File: src/rtl/sd_data_tx_ctrl.sv
// SD DAT write-path sequencer, 1-bit bus: start bit, MSB-first block data,
// CRC-16 (x^16+x^12+x^5+1) and end bit, paced by the bit-rate strobe.
module sd_data_tx_ctrl #(
  parameter int BLOCK_BYTES = 512,
  parameter int CNT_W       = 10
) (
  input  logic        CLK,
  input  logic        RST,
  input  logic        bit_en,
  input  logic        start,
  input  logic [7:0]  data_in,
  input  logic        data_valid,
  output logic        data_ready,
  output logic        dat_out,
  output logic        dat_oe,
  output logic        busy,
  output logic        done,
  output logic        error,
  output logic [15:0] crc_out
);

  typedef enum logic [2:0] {
    S_IDLE,
    S_START,
    S_DATA,
    S_CRC,
    S_END
  } state_t;

  localparam logic [CNT_W-1:0] LAST_BYTE = CNT_W'(BLOCK_BYTES - 1);
  localparam logic [15:0]      POLY      = 16'h1021;

  state_t           state_q, state_d;
  logic [2:0]       bit_idx_q, bit_idx_d;
  logic [CNT_W-1:0] byte_cnt_q, byte_cnt_d;
  logic [7:0]       shreg_q, shreg_d;
  logic [15:0]      crc_q, crc_d;
  logic [15:0]      crc_out_q, crc_out_d;
  logic [3:0]       crc_cnt_q, crc_cnt_d;
  logic             end_ph_q, end_ph_d;
  logic             dat_out_q, dat_out_d;
  logic             dat_oe_q, dat_oe_d;

  logic             need_byte;
  logic             tx_bit;
  logic             tx_take;
  logic [15:0]      crc_nx;

  function automatic logic [15:0] crc_step(
    input logic [15:0] c,
    input logic        b
  );
    logic inv;
    inv = b ^ c[15];
    return {c[14:0], 1'b0} ^ (inv ? POLY : 16'h0000);
  endfunction

  assign need_byte  = (state_q == S_DATA) && (bit_idx_q == 3'd7);
  assign data_ready = need_byte && bit_en && data_valid;
  // Pulses are suppressed under reset so an abandoned block reports nothing.
  assign error      = !RST && need_byte && bit_en && !data_valid;
  assign done       = !RST && (state_q == S_END) && end_ph_q && bit_en;
  assign busy       = (state_q != S_IDLE);
  assign dat_out    = dat_out_q;
  assign dat_oe     = dat_oe_q;
  assign crc_out    = crc_out_q;
  assign crc_nx     = crc_step(crc_q, tx_bit);

  always_comb begin
    state_d    = state_q;
    bit_idx_d  = bit_idx_q;
    byte_cnt_d = byte_cnt_q;
    shreg_d    = shreg_q;
    crc_d      = crc_q;
    crc_out_d  = crc_out_q;
    crc_cnt_d  = crc_cnt_q;
    end_ph_d   = end_ph_q;
    dat_out_d  = dat_out_q;
    dat_oe_d   = dat_oe_q;
    tx_bit     = 1'b1;
    tx_take    = 1'b0;

    unique case (state_q)
      S_IDLE: begin
        dat_oe_d  = 1'b0;
        dat_out_d = 1'b1;
        if (start) begin
          crc_d      = '0;
          byte_cnt_d = '0;
          state_d    = S_START;
        end
      end
      S_START: begin
        if (bit_en) begin
          dat_oe_d  = 1'b1;
          dat_out_d = 1'b0;
          bit_idx_d = 3'd7;
          state_d   = S_DATA;
        end
      end
      S_DATA: begin
        if (bit_en) begin
          if (bit_idx_q == 3'd7) begin
            if (data_valid) begin
              shreg_d = data_in;
              tx_bit  = data_in[7];
              tx_take = 1'b1;
            end else begin
              dat_oe_d  = 1'b0;
              dat_out_d = 1'b1;
              state_d   = S_IDLE;
            end
          end else begin
            tx_bit  = shreg_q[bit_idx_q];
            tx_take = 1'b1;
          end
        end
      end
      S_CRC: begin
        if (bit_en) begin
          dat_out_d = crc_out_q[crc_cnt_q];
          crc_cnt_d = crc_cnt_q - 4'd1;
          if (crc_cnt_q == 4'd0) begin
            end_ph_d = 1'b0;
            state_d  = S_END;
          end
        end
      end
      S_END: begin
        if (bit_en) begin
          dat_out_d = 1'b1;
          if (!end_ph_q) begin
            end_ph_d = 1'b1;
          end else begin
            dat_oe_d = 1'b0;
            state_d  = S_IDLE;
          end
        end
      end
      default: begin
        state_d = S_IDLE;
      end
    endcase

    if (tx_take) begin
      dat_out_d = tx_bit;
      crc_d     = crc_nx;
      bit_idx_d = bit_idx_q - 3'd1;
      if (bit_idx_q == 3'd0) begin
        byte_cnt_d = byte_cnt_q + CNT_W'(1);
        // Last bit of the block: the updated LFSR is the frame CRC.
        if (byte_cnt_q == LAST_BYTE) begin
          crc_out_d = crc_nx;
          crc_cnt_d = 4'd15;
          state_d   = S_CRC;
        end
      end
    end
  end

  always_ff @(posedge CLK) begin
    if (RST) begin
      state_q    <= S_IDLE;
      bit_idx_q  <= 3'd7;
      byte_cnt_q <= '0;
      shreg_q    <= '0;
      crc_q      <= '0;
      crc_out_q  <= '0;
      crc_cnt_q  <= '0;
      end_ph_q   <= 1'b0;
      dat_out_q  <= 1'b1;
      dat_oe_q   <= 1'b0;
    end else begin
      state_q    <= state_d;
      bit_idx_q  <= bit_idx_d;
      byte_cnt_q <= byte_cnt_d;
      shreg_q    <= shreg_d;
      crc_q      <= crc_d;
      crc_out_q  <= crc_out_d;
      crc_cnt_q  <= crc_cnt_d;
      end_ph_q   <= end_ph_d;
      dat_out_q  <= dat_out_d;
      dat_oe_q   <= dat_oe_d;
    end
  end

endmodule
File: config.mk
export PLATFORM = sky130hd
export DESIGN_NAME = sd_data_tx_ctrl
export DESIGN_NICKNAME = d
export VERILOG_FILES = /design/src/rtl/sd_data_tx_ctrl.sv
export SDC_FILE = /design/constraint.sdc
export NUM_CORES = 1
export LEC_CHECK = 0
export ABC_AREA = 1
export CAP_MARGIN = 0
export CELL_PAD_IN_SITES_DETAIL_PLACEMENT = 1
export CELL_PAD_IN_SITES_GLOBAL_PLACEMENT = 2
export CORE_MARGIN = 2
export CORE_UTILIZATION = 30
export DETAILED_ROUTE_END_ITERATION = 8
export PLACE_DENSITY = 0.88
export SLEW_MARGIN = 20
export SYNTH_ARGS = -nofsm -noshare
export SYNTH_HDL_FRONTEND = slang
export SYNTH_SLANG_ARGS = --single-unit
File: constraint.sdc
create_clock -name CLK -period 5.68 [get_ports CLK]
set_clock_uncertainty 0.2 [all_clocks]
set_input_delay 1.136 -clock CLK [delete_from_list [all_inputs] [get_ports CLK]]
set_output_delay 1.136 -clock CLK [all_outputs]
set_load 0.05 [all_outputs]
=== Word level (Yosys, flattened, before mapping) ===
Index checks and enable logic that the tools add are counted.

* Flip-flop bits (word level): 63
* Bits of input ports: 13
* Word-level logic and storage cells: 124

* $add $sub $neg: 3
* Order comparisons: 2
* Eq/ne operators: 20
* Multiplexer cells: 58
* Bitwise gates (word level): 2
* Reduce and logical (&&, ||, !) cells: 29

{| class="wikitable"
|+ Operators by type and width
! kind !! count
|-
| two-way mux 16 bit || 3
|-
| two-way mux 3 bit || 15
|-
| two-way mux 10 bit || 4
|-
| two-way mux 1 bit || 24
|-
| two-way mux 4 bit || 5
|-
| XOR 16 x 13 -> 16 bit || 1
|-
| != test 3 bit (second input constant) || 5
|-
| case mux 3 bit (5 select lines) || 1
|-
| != test 2 bit (second input constant) || 7
|-
| AND reduction 7 bit || 2
|-
| two-way mux 13 bit || 1
|-
| adder 10 x 1 -> 10 bit (second input constant) || 1
|-
| equality test 10 x 9 -> 1 bit (second input constant) || 1
|-
| nonzero test 2 bit || 5
|-
| logical AND 1 bit || 9
|-
| AND reduction 4 bit || 2
|-
| equality test 3 x 2 -> 1 bit (second input constant) || 2
|-
| equality test 3 bit (second input constant) || 2
|-
| zero test 3 bit || 2
|-
| nonzero test 6 bit || 1
|-
| less-than comparator 4 x 5 -> 1 bit (second input constant) || 1
|-
| case mux 1 bit (5 select lines) || 1
|-
| binary-select mux 1 bit (select 4 bit) || 1
|-
| zero test 4 bit || 1
|-
| other kinds (15) || 17
|}

=== Depth between registers and ports, before layout ===
* Depth after elaboration: 9
* Gate-level depth with buffers: 14
* Gate-level depth less buffers: 14

=== Worst setup path after synthesis ===
Ideal clock, no wire load.

* Kind: input to output
* Start: in RST
* End: out error
* Arrival: 2427 ps
* Data required time: 4344 ps
* Setup slack: 1917 ps
* Stages: 2
* Path buffers: 1
* Cells stage by stage: clkbuf_1 > nor3_1

* Longest elaborated chain between the ends: 4

{| class="wikitable"
|+ RTL lines
! what !! line !! source
|-
| start: declaration || 8 || <nowiki>input logic RST,</nowiki>
|-
| zero test 1 bit || 61 || <nowiki>assign error = !RST && need_byte && bit_en && !data_valid;</nowiki>
|-
| logical AND 1 bit (3 in series) || 61 ||
|-
| end: declaration || 18 || <nowiki>output logic error,</nowiki>
|}

Every way passes these cells.

=== Final worst setup path ===
* Start: in bit_en
* End: out data_ready

* Longest elaborated chain between the ends: 2

{| class="wikitable"
|+ RTL lines
! what !! line !! source
|-
| start: declaration || 9 || <nowiki>input logic bit_en,</nowiki>
|-
| logical AND 1 bit (2 in series) || 59 || <nowiki>assign data_ready = need_byte && bit_en && data_valid;</nowiki>
|-
| end: declaration || 13 || <nowiki>output logic data_ready,</nowiki>
|}

Every way passes these cells.

==> results by group <==
Outcome
  • Status: completed

Power
  • Leak: 1.43 nW
  • P per Cell Area: 245 nW/µm²
  • Peak supply drop: 0.127 mV

Floorplan
  • Die area: 10800 µm²
  • Initial Utilization: 30.9%
  • Die W: 104 µm
  • Rows: 36
  • Die Y: 104 µm
  • # IOs: 35
  • Core ar.: 9730 µm²

Yosys
  • Post-synthesis mux area share: 0%
  • Netlist cell types: 37
  • Asr flop ratio synth: 0%
  • Synthesized area per cell: 7.18 µm²
  • Synth warnings: 0
  • XOR/XNOR Fraction of Synth Area: 0.874%
  • Simple-gate portion of the synthesized area: 26.9%
  • Dominant synthesized flop cell: dfxtp_1
  • Area share of fa/ha/maj cells after synthesis: 2.08%
  • #FFs+latches synth: 63
  • Seq/Total Area, Yosys: 41.9%
  • Post-Syn Area: 3010 µm²
  • Synth Area in Compound Gates: 18.9%
  • Syn Nets: 437
  • Largest family of logic cells by synthesized area: simple AND/OR/NAND/NOR gates
  • Mapped Cells: 419
  • EDFF count, synth: 0

Drt
  • Vias: 2823
  • Post-route DRC: 0
  • Vias per inst: 4.78
  • Drt first-iter violations: 75
  • Final WL: 7970 µm
  • Pre-antenna DRT Iters: 4
  • Routed length per instance: 13.5 µm
  • Post-route antenna net violation count: 0

Critical path
  • Crit-path max cell delay: 0.86 ns
  • Crit. End Element: primary output
  • R2R setup slack: 3.40 ns
  • Crit-path cells: clkdlybuf4s50_1 -> nand2_4 -> nor3_4 -> clkdlybuf4s50_1
  • Worst path top cell family by delay: buffers and inverters
  • RR Startpoint: bit_idx_q[0]
  • Crit path buffers/inverters: 2
  • R2R cell count: 9
  • CP Class: primary input to primary output
  • Most frequent cell on the critical path: clkdlybuf4s50_1
  • Crit Path Max Fanout: 5
  • Startpoint types: primary input
  • CP arrival: 3.01 ns
  • Slowest-stage cell, CP: clkdlybuf4s50_1
  • R2r endpoint: crc_q[8]
  • Critical Path RT: 4.34 ns

Final layout
  • Ratio of cells with drive above 1 in the final layout: 7.21%
  • Layout area overhead: 20.0%
  • Nets: 471
  • Commonest non-fill, non-tap cell in the layout: nand2_1
  • Most frequent cells in the layout: 85 x nand2_1, 63 x dfxtp_1, 51 x a21oi_1
  • Antenna Cells: 0
  • Cell Count, Final, Fillers Out: 591

GRT
  • Initial antenna violation count: 0
  • Largest net degree at the start of global routing: 34
  • Number of global-route vias before repair: 2869
  • Gr usage total: 15.3%
  • First-pass GRT wire length: 13500 µm
  • Total congestion overflow: 0

Timing
  • Setup TNS: 0 ns
  • Setup violations, final: 0
  • Slew Limit Fails: 0
  • Fin worst setup slack: 1.33 ns
  • Tcrit/Tclk final: 76.5%
  • Unrepaired setup endpoints after global routing: false
  • Final Hold Fails: 0
  • Tightest Pin Transition: 0.525 ns
  • Period minus WS final: 4.35 ns
  • Fin Hold WS: 0.250 ns
  • Slew HR: 64.9%
  • Max Clk Rate: 230 MHz

Clocking
  • Number of H-tree levels: 3
  • CTS Hold Bufs: 0
  • CTS-repair resized insts: 0
  • Later-pin clock latency in the skew report: 0.34 ns
  • CTS tree: built
  • Clock sinks: 63
  • Clk Tree Root Cell: clkbuf_8
  • Clock Tree Buf Depth: 2
  • CTS Buf Count: 9
  • Clock transition at path regs: 0.07 ns
  • Post-CTS setup buffer count: 0

Min path
  • Min-Delay Path Depth: 2
  • Worst hold start: shreg_q[4]
  • WHS Endpoint: shreg_q[4]
  • Hold crit path type: register to register

Placed design
  • Setup WS pre-CTS: 1.33 ns
  • Cells after DPL: 575
  • Detailed Place HPWL: 5800 µm
  • Port Buffers: 34
  • RePlAce Congestion: 0.767

Run
  • MaxCap Viol Count: 0
==> worst max-delay path by stage <==
stage          startpoint  depth (start not counted)  slack [ns]          to
2_1_floorplan         RST                          2        1.92       error
3_3_place_gp       bit_en                          4        1.33  data_ready
3_5_place_dp       bit_en                          4        1.33  data_ready
4_1_cts            bit_en                          4        1.31  data_ready
5_1_grt            bit_en                          4        1.25  data_ready
6_report           bit_en                          4        1.33  data_ready
==> per-stage QoR <==
step / utilization [%] / cell area (µm²) / total power [mW]
2_1_floorplan: - / 3010 / 0.531
4_1_cts: 37.1 / 3610 / 0.897
3_5_place_dp: 35.5 / 3450 / 0.567
6_report: 37.1 / 3610 / 0.883
5_1_grt: 37.1 / 3610 / 0.928
3_3_place_gp: 35.5 / 3450 / 0.565
==> kinds of logic (layout without fill, tap and decap cells) <==
| family | after synthesis | after routing |
|---|---|---|
| and+or+nand+nor | 174 | 174 |
| adders and majority gates | 5 | 5 |
| buffers and inverters | 68 | 107 |
| DFF | 63 | 63 |
| AOI/OAI and AO/OA | 106 | 106 |
| xor gates and xnor gates | 3 | 3 |
==> synthesized netlist by cell type (2+ instances only) <==
cell | count | share of area, %
nand2_1 | 85 | 11
dfxtp_1 | 63 | 42
a21oi_1 | 51 | 8.5
inv_1 | 48 | 6.0
nor2_1 | 35 | 4.4
o21ai_0 | 29 | 4.8
nand3_1 | 27 | 4.5
o21ai_1 | 12 | 2.0
nor3_1 | 11 | 1.8
clkbuf_1 | 7 | 0.87
inv_2 | 6 | 0.75
ha_1 | 5 | 2.1
a31oi_1 | 3 | 0.62
buf_2 | 3 | 0.50
buf_6 | 3 | 1.1
nand2_4 | 3 | 1.1
nor3b_1 | 3 | 0.75
a211oi_1 | 2 | 0.50
nor2_4 | 2 | 0.75
nor3_4 | 2 | 1.1
o21a_1 | 2 | 0.50
xnor2_1 | 2 | 0.58
==> power breakdown <==
group | internal, mW | leakage [nW] | total (mW) | switching [mW]
Clock | 0.156 | 0.0801 | 0.327 | 0.170
Combinational | 0.0325 | 0.846 | 0.0994 | 0.0670
Sequential | 0.449 | 0.508 | 0.457 | 0.00786
Total | 0.638 | 1.43 | 0.883 | 0.245
==> sequential cells by signal (all words and copies together), names as in the netlist, 3 cells and up <==
register,cells
crc_out,16
crc_q,16
byte_cnt_q,10
shreg_q,8
crc_cnt_q,4
bit_idx_q,3
state_q,3
==> layout make-up <==
class,instances,area [µm²]
well taps,133,166
multi-input cells,288,1460
repair buffers,36,353
clock inverters,4,22.5
inverters,55,206
flip-flops and latches,63,1260
fillers,1257,6120
clock buffers,12,135
==> worst register-to-register path, stage by stage, from the launching register on <==
cell and delay, ns:
dfxtp_1 0.46, ha_1 0.24, nand2_1 0.11, nor2_1 0.21, nor2_1 0.09, nand2_1 0.11
inv_2 0.17, nor2_4 0.37, nand2_1 0.09, a21oi_1 0.15
==> routing by layer <==
layer	global-route usage (%)	part of all wire (%)	vias to the layer above
met3	3.57	3.4	11
met2	25.4	47	39
li1	-	-	1441
met5	0	0	-
met1	19.1	48	1332
met4	5.98	2.2	0
No activity file was read; power rests on OpenSTA's default activity.
